$ cat src/rtl/selector_draw_ctrl.sv
// selector_draw_ctrl
// ------------------
// Renders the 59x66 selector ring sprite into the frame buffer, one row at a
// time. A start request latches the cursor position. The block then walks
// sprite rows 0..SPRITE_H-1 through the external selector ROM. Each row that
// lands on a visible screen line is offered to the frame-buffer arbiter as a
// masked row write, using a valid/ready handshake. Rows that fall below the
// bottom of the screen are skipped without a write.
//
// Optional feature (macro SELECTOR_DRAW_BLINK_EN):
//   Adds input frame_tick and parameter BLINK_FRAMES. A frame counter toggles
//   a visible flag every BLINK_FRAMES ticks. fb_set is sampled from that flag
//   when a draw starts, so alternate draws render or erase the ring. Without
//   the macro, fb_set is constant 1.
//
// Ports:
//   clk         system clock
//   rst_n       synchronous active-low reset
//   start       one-cycle draw request (ignored while busy)
//   pos_x/pos_y sprite left column / top row, latched on an accepted start
//   frame_tick  one pulse per frame (only with SELECTOR_DRAW_BLINK_EN)
//   busy        high from the cycle after an accepted start until done
//   done        one-cycle pulse after the last row has been handled
//   rom_addr    sprite row address to the selector ROM
//   rom_data    ROM row data, valid ROM_LAT cycles after rom_addr settles
//   fb_valid    row write request to the frame buffer
//   fb_ready    frame buffer accepts the write
//   fb_row      target row = pos_y + sprite row
//   fb_col      target column = latched pos_x
//   fb_mask     bits to modify (the ROM row)
//   fb_set      value written to the masked bits
module selector_draw_ctrl #(
  parameter int SPRITE_W = 59,
  parameter int SPRITE_H = 66,
  parameter int ADDR_W   = 7,
  parameter int ROM_LAT  = 1,
  parameter int Y_W      = 9,
  parameter int X_W      = 10,
  parameter int SCREEN_H = 480
`ifdef SELECTOR_DRAW_BLINK_EN
  , parameter int BLINK_FRAMES = 30
`endif
) (
  input  logic                clk,
  input  logic                rst_n,
  input  logic                start,
  input  logic [X_W-1:0]      pos_x,
  input  logic [Y_W-1:0]      pos_y,
`ifdef SELECTOR_DRAW_BLINK_EN
  input  logic                frame_tick,
`endif
  output logic                busy,
  output logic                done,
  output logic [ADDR_W-1:0]   rom_addr,
  input  logic [SPRITE_W-1:0] rom_data,
  output logic                fb_valid,
  input  logic                fb_ready,
  output logic [Y_W-1:0]      fb_row,
  output logic [X_W-1:0]      fb_col,
  output logic [SPRITE_W-1:0] fb_mask,
  output logic                fb_set
);

  localparam int WAIT_W = $clog2(ROM_LAT + 1);

  typedef enum logic [2:0] {
    S_IDLE   = 3'd0,
    S_FETCH  = 3'd1,
    S_WAIT   = 3'd2,
    S_EMIT   = 3'd3,
    S_FINISH = 3'd4
  } state_t;

  state_t              r_state;
  state_t              w_state_next;
  logic [ADDR_W-1:0]   r_row;
  logic [X_W-1:0]      r_pos_x;
  logic [Y_W-1:0]      r_pos_y;
  logic [WAIT_W-1:0]   r_wait;
  logic [Y_W-1:0]      r_fb_row;
  logic [SPRITE_W-1:0] r_fb_mask;

  logic [Y_W:0]        w_sum;
  logic                w_last_row;
  logic                w_rom_ready;
  logic                w_clipped;
  logic                w_start_ok;
  logic                w_advance;

  // One extra bit so a sprite hanging off the bottom of a 9-bit screen
  // coordinate space still compares correctly against SCREEN_H.
  assign w_sum       = {1'b0, r_pos_y} + (Y_W+1)'(r_row);
  assign w_last_row  = (r_row == ADDR_W'(SPRITE_H - 1));
  // The counter is loaded with ROM_LAT in FETCH. Data is valid in the WAIT
  // cycle that takes it down to zero.
  assign w_rom_ready = (r_wait == WAIT_W'(1));
  assign w_clipped   = (w_sum >= (Y_W+1)'(SCREEN_H));
  assign w_start_ok  = (r_state == S_IDLE) && start;
  // A row is finished either when it is clipped at the end of WAIT, or when
  // its write handshakes in EMIT.
  assign w_advance   = ((r_state == S_WAIT) && w_rom_ready && w_clipped) ||
                       ((r_state == S_EMIT) && fb_ready);

  // State register
  always_ff @(posedge clk) begin
    if (!rst_n) begin
      r_state <= S_IDLE;
    end else begin
      r_state <= w_state_next;
    end
  end

  // Next-state and state-decoded outputs
  always_comb begin
    w_state_next = r_state;
    busy         = 1'b0;
    done         = 1'b0;
    fb_valid     = 1'b0;
    case (r_state)
      S_IDLE: begin
        if (start) begin
          w_state_next = S_FETCH;
        end
      end
      S_FETCH: begin
        busy         = 1'b1;
        w_state_next = S_WAIT;
      end
      S_WAIT: begin
        busy = 1'b1;
        if (w_rom_ready) begin
          if (!w_clipped) begin
            w_state_next = S_EMIT;
          end else if (w_last_row) begin
            w_state_next = S_FINISH;
          end else begin
            w_state_next = S_FETCH;
          end
        end
      end
      S_EMIT: begin
        busy     = 1'b1;
        fb_valid = 1'b1;
        if (fb_ready) begin
          w_state_next = w_last_row ? S_FINISH : S_FETCH;
        end
      end
      S_FINISH: begin
        done         = 1'b1;
        w_state_next = S_IDLE;
      end
      default: begin
        w_state_next = S_IDLE;
      end
    endcase
  end

  // Datapath. The row counter stops at the last row, so rom_addr never
  // leaves 0..SPRITE_H-1. fb_row/fb_mask only change in WAIT, so they stay
  // stable for the whole EMIT phase.
  always_ff @(posedge clk) begin
    if (!rst_n) begin
      r_row     <= '0;
      r_pos_x   <= '0;
      r_pos_y   <= '0;
      r_wait    <= '0;
      r_fb_row  <= '0;
      r_fb_mask <= '0;
    end else begin
      if (w_start_ok) begin
        r_pos_x <= pos_x;
        r_pos_y <= pos_y;
        r_row   <= '0;
      end
      if (r_state == S_FETCH) begin
        r_wait <= WAIT_W'(ROM_LAT);
      end
      if (r_state == S_WAIT) begin
        r_wait <= r_wait - WAIT_W'(1);
        if (w_rom_ready) begin
          r_fb_mask <= rom_data;
          r_fb_row  <= w_sum[Y_W-1:0];
        end
      end
      if (w_advance && !w_last_row) begin
        r_row <= r_row + ADDR_W'(1);
      end
    end
  end

  // The ROM address is the row counter itself, so it is already stable in
  // the FETCH cycle.
  assign rom_addr = r_row;
  assign fb_row   = r_fb_row;
  assign fb_col   = r_pos_x;
  assign fb_mask  = r_fb_mask;

`ifdef SELECTOR_DRAW_BLINK_EN
  localparam int FC_W = (BLINK_FRAMES > 1) ? $clog2(BLINK_FRAMES) : 1;

  logic [FC_W-1:0] r_frame_cnt;
  logic            r_visible;
  logic            r_fb_set;

  // The blink phase is sampled once per draw, so a draw never mixes
  // rendered and erased rows.
  always_ff @(posedge clk) begin
    if (!rst_n) begin
      r_frame_cnt <= '0;
      r_visible   <= 1'b1;
      r_fb_set    <= 1'b1;
    end else begin
      if (frame_tick) begin
        if (r_frame_cnt == FC_W'(BLINK_FRAMES - 1)) begin
          r_frame_cnt <= '0;
          r_visible   <= ~r_visible;
        end else begin
          r_frame_cnt <= r_frame_cnt + FC_W'(1);
        end
      end
      if (w_start_ok) begin
        r_fb_set <= r_visible;
      end
    end
  end

  assign fb_set = r_fb_set;
`else
  assign fb_set = 1'b1;
`endif

endmodule

$ cat config.mk
export PLATFORM = sky130hd
export DESIGN_NAME = selector_draw_ctrl
export DESIGN_NICKNAME = d
export VERILOG_FILES = /design/src/rtl/selector_draw_ctrl.sv
export SDC_FILE = /design/constraint.sdc
export NUM_CORES = 1
export LEC_CHECK = 0
export BUFFER_PORTS_ARGS = -buffer_cell sky130_fd_sc_hd__buf_2
export CELL_PAD_IN_SITES_DETAIL_PLACEMENT = 0
export CELL_PAD_IN_SITES_GLOBAL_PLACEMENT = 1
export CORE_ASPECT_RATIO = 1.4
export CORE_MARGIN = 2
export CORE_UTILIZATION = 36
export CTS_BUF_LIST = sky130_fd_sc_hd__clkbuf_4
export DETAILED_ROUTE_END_ITERATION = 16
export PLACE_DENSITY_LB_ADDON = 0.1
export SETUP_SLACK_MARGIN = 0.4
export SLEW_MARGIN = 5
export SYNTH_ARGS = -nofsm -noshare
export SYNTH_HDL_FRONTEND = slang
export SYNTH_SLANG_ARGS = --single-unit
$ cat constraint.sdc
create_clock -name clk -period 3.42 [get_ports clk]
set_clock_uncertainty 0.1 [all_clocks]
set_input_delay 0.513 -clock clk [delete_from_list [all_inputs] [get_ports clk]]
set_output_delay 0.513 -clock clk [all_outputs]
set_load 0.02 [all_outputs]
==> summary.md <==
| Metric | Value |
|---|---|
| Crit Path Max Fanout | 10 |
| Tmin final | 2.786 ns |
| First-pass GRT wire length | 18900 um |
| Worst R2R End | rom_addr[0]$_SDFFE_PN0P_ |
| PnR worst setup slack | 0.6343 ns |
| Initial DRC Count | 125 |
| Pre-CTS WS | 0.4351 ns |
| Area share of the largest cell type after synthesis | 45.92% |
| Ports | 171 |
| Die W | 96.08 um |
| H-tree Lvls | 3 |
| Vias/cell | 4.900 |
| Post-synth net total | 606 |
| Power density over cell area | 387.3 mW/mm^2 |
| Crit path largest cell delay | 0.42 ns |
| Cell variety after synth | 52 |
| Congestion Overflow GR | 0 |
| Total routed wirelength | 11580 um |
| Sw Pwr | 0.6188 mW |
| Area grow syn2layout | 25.59% |
| Final period util | 81.45% |
| Final count of negative-setup-slack endpoints | 0 |
| Critical Path Start | rom_addr[0]$_SDFFE_PN0P_ |
| Worst-path clk slew | 0.16 ns |
| Layout Cells excl Fill | 824 |
| Category of the worst setup path launch point | flip-flop |
| Peak supply drop | 0.0002280 V |
| Setup TNS Final | 0 ns |
| Setup crit end kind | flip-flop |
| CTS tree | built |
| Cells after DPL | 805 |
| Critical Path Stages | 11 |
| Worst r2r src | rom_addr[0]$_SDFFE_PN0P_ |
| Largest net degree at the start of global routing | 58 |
| Clock power share | 26.5% |
| RSZ-0062 raised after global routing | false |
| Post-synthesis sequential area ratio | 45.92% |
| Port bufs | 169 |
| Top-count cell post-synth | nand2_1 |
| Pre-antenna DRT Iters | 4 |
| F_max | 0.3590 GHz |
| Area contributors post-synth | dfxtp_1 (46%), nand2_1 (15%), a21boi_0 (14%), ha_1 (2.6%), clkbuf_1 (2.4%) |
| Worst-Skew Late Latency | 0.45 ns |
| Crit path kind | flip-flop to flip-flop |
| Crit path buffers/inverters | 2 |
| Row count | 47 |
| Sequential share of power | 58.6% |
| DRC errors left | 0 |
| Min Hold Slack | 0.1891 ns |
| Switching share of power | 29.77% |
| Top_reg_cell synth | dfxtp_1 |
| Slew Viols, Final | 0 |
| Worst Setup EP | rom_addr[0]$_SDFFE_PN0P_ |
| Commonest cells post-synth | nand2_1 (174), dfxtp_1 (98), a21boi_0 (81) |
| Yosys warns | 0 |
| Vias in the first global route | 3908 |
| Max-cap check violation count | 0 |
| Num CTS Buffers | 9 |
| Post-synthesis cell count | 514 |
| Post-Syn Area | 0.004273 mm^2 |
| Cell family with most CP delay | simple AND/OR/NAND/NOR gates |
| Root Driver | clkbuf_4 |
| DP HPWL | 8471 um |
| Slew HR | 37.07% |
| Remaining antenna violation count | 0 |
| R2R depth | 11 |
| Number of synthesized flops with an enable pin | 0 |
| CP Cell Sequence | ha_1 -> inv_1 -> fa_1 -> nor2b_1 -> o31a_2 -> o32ai_1 -> nor4_2 -> o21ai_4 -> buf_12 -> and3_2 -> o21a_1 |
| Vias | 4038 |
| Die area | 0.01277 mm^2 |
| Die height | 132.9 um |
| Final #Nets | 762 |
| Worst EP required | 3.68 ns |
| Pleak | 2.346 nW |
| Status | complete, no violations |
| Antenna violations before repair | 2 |
| Final hold vios | 0 |
| Crit path DAT | 3.04 ns |
| Syn_area_per_cell | 8.313 um^2 |
| WL/cell | 14.05 um |
| Actual slew at the worst max-slew pin | 0.9440 ns |
| Routability congestion estimate | 0.7483 |
| Slowest CP cell | dfxtp_2 |
| Clock Tree Buf Depth | 2 |
| Flop2flop setup slack | 0.63 ns |
| Seq cells post-synth | 98 |
| Async SR Flop Fraction | 0% |
| Logic pwr share | 15.0% |
| Fraction of layout cells with a size suffix above 1 | 31.70% |
| Clk sinks | 98 |
| GRT Util Overall | 18.70% |
| Synth area leader | dfxtp_1 |
| Core region area | 0.01170 mm^2 |
| Hold Crit Class | input port to flip-flop |
| Starting Density | 36.51% |
| Pint | 1.460 mW |
what timing repair did:
action / CTS / global route
hold buffers: 0 / 0
hold endpoints to repair: 0 / 0
buffers inserted: 0 / 1
resized for setup: 0 / 2
setup endpoints to repair: 0 / 8
per-layer routing:
metal,routed length [um],global-route usage (%)
met1,4514,21.41
met2,5963,31.56
met3,838,6.150
met4,261,7.302
met5,0,0
worst register-to-register path, stage by stage (launching register included):
cell	delay [ns]
dfxtp_2	0.42
ha_1	0.22
inv_1	0.07
fa_1	0.41
nor2b_1	0.20
o31a_2	0.16
o32ai_1	0.13
nor4_2	0.34
o21ai_4	0.13
buf_12	0.16
and3_2	0.19
o21a_1	0.17
sequential cells by signal, summed over array words and instances, names as in the netlist:
register	flops
r_state	3
r_wait	1
fb_mask	59
r_pos_y	9
rom_addr	7
fb_row	9
fb_col	10
power by group through the flow:
stage               logic, mW  registers, mW  clock network (mW)
finish                  0.311           1.22               0.550
detailed placement      0.314           1.24                   0
global placement        0.310           1.24                   0
floorplan               0.157           1.27                   0
CTS                     0.314           1.22               0.581
global route            0.348           1.23               0.623
per-stage QoR:
step	area [um^2]	utilization [%]	total power [mW]
6_report	5366	45.86	2.079
5_1_grt	5364	45.84	2.197
4_1_cts	5333	45.57	2.114
3_5_place_dp	5220	44.61	1.556
3_3_place_gp	5220	44.61	1.552
2_1_floorplan	4273	-	1.428
area by class of cell:
cell class                 instances  area [um^2]
antenna                            2        5.005
clock buffer                       9        67.56
clock inverter                     7        45.04
fill                            1256         6336
inverter                           6        22.52
multi-input combinational        378         2161
sequential                        98         1963
tap                              147        183.9
timing repair buffer             177        918.4
cell families after synthesis:
kind of cell	count (synthesis)	share of synthesized area (%)
AOI/OAI and AO/OA	128	22.25
xor gates and xnor gates	2	0.4100
adders and majority gates	10	3.104
buffers and inverters	38	3.924
DFF	98	45.92
other	1	0.08776
and+or+nand+nor	237	24.30
cell usage in the layout (no fill, tap or decap), types with 2 or more instances in the layout:
cell      Yosys  final
a211oi_1      2      2
a211oi_2      2      2
a21boi_0     81     81
a21oi_1      11     11
and2_1        5      5
and3_2        7      7
buf_2         0    169
buf_4         1      7
clkbuf_4      0      9
clkinv_2      0      4
dfxtp_1      98     97
diode_2       0      2
ha_1          9      9
inv_1         6      6
nand2_1     174    173
nand2b_1      8      8
nand3_1       4      4
nand3b_1      3      3
nor2_1       12     11
nor2b_1       4      4
nor3_1        7      7
nor4b_1       2      2
o211a_1       2      2
o211ai_1      2      2
o21a_1        6      6
o21ai_0       8      8
o31a_1        2      2
or2_2         2      2
or3_1         2      2
how the worst min path moves through the flow:
stage,start,end,cells past startpoint
final,rom_data[16],fb_mask[16]$_SDFFE_PN0P_,3
after detailed placement,fb_mask[12]$_SDFFE_PN0P_,fb_mask[12]$_SDFFE_PN0P_,2
after CTS,rom_data[57],fb_mask[57]$_SDFFE_PN0P_,3
after floorplan,r_pos_y[0]$_SDFFE_PN0P_,r_pos_y[0]$_SDFFE_PN0P_,2
after global routing,rom_data[17],fb_mask[17]$_SDFFE_PN0P_,3
after global placement,fb_col[8]$_SDFFE_PN0P_,fb_col[8]$_SDFFE_PN0P_,2
(Power assumes the default switching activity.)
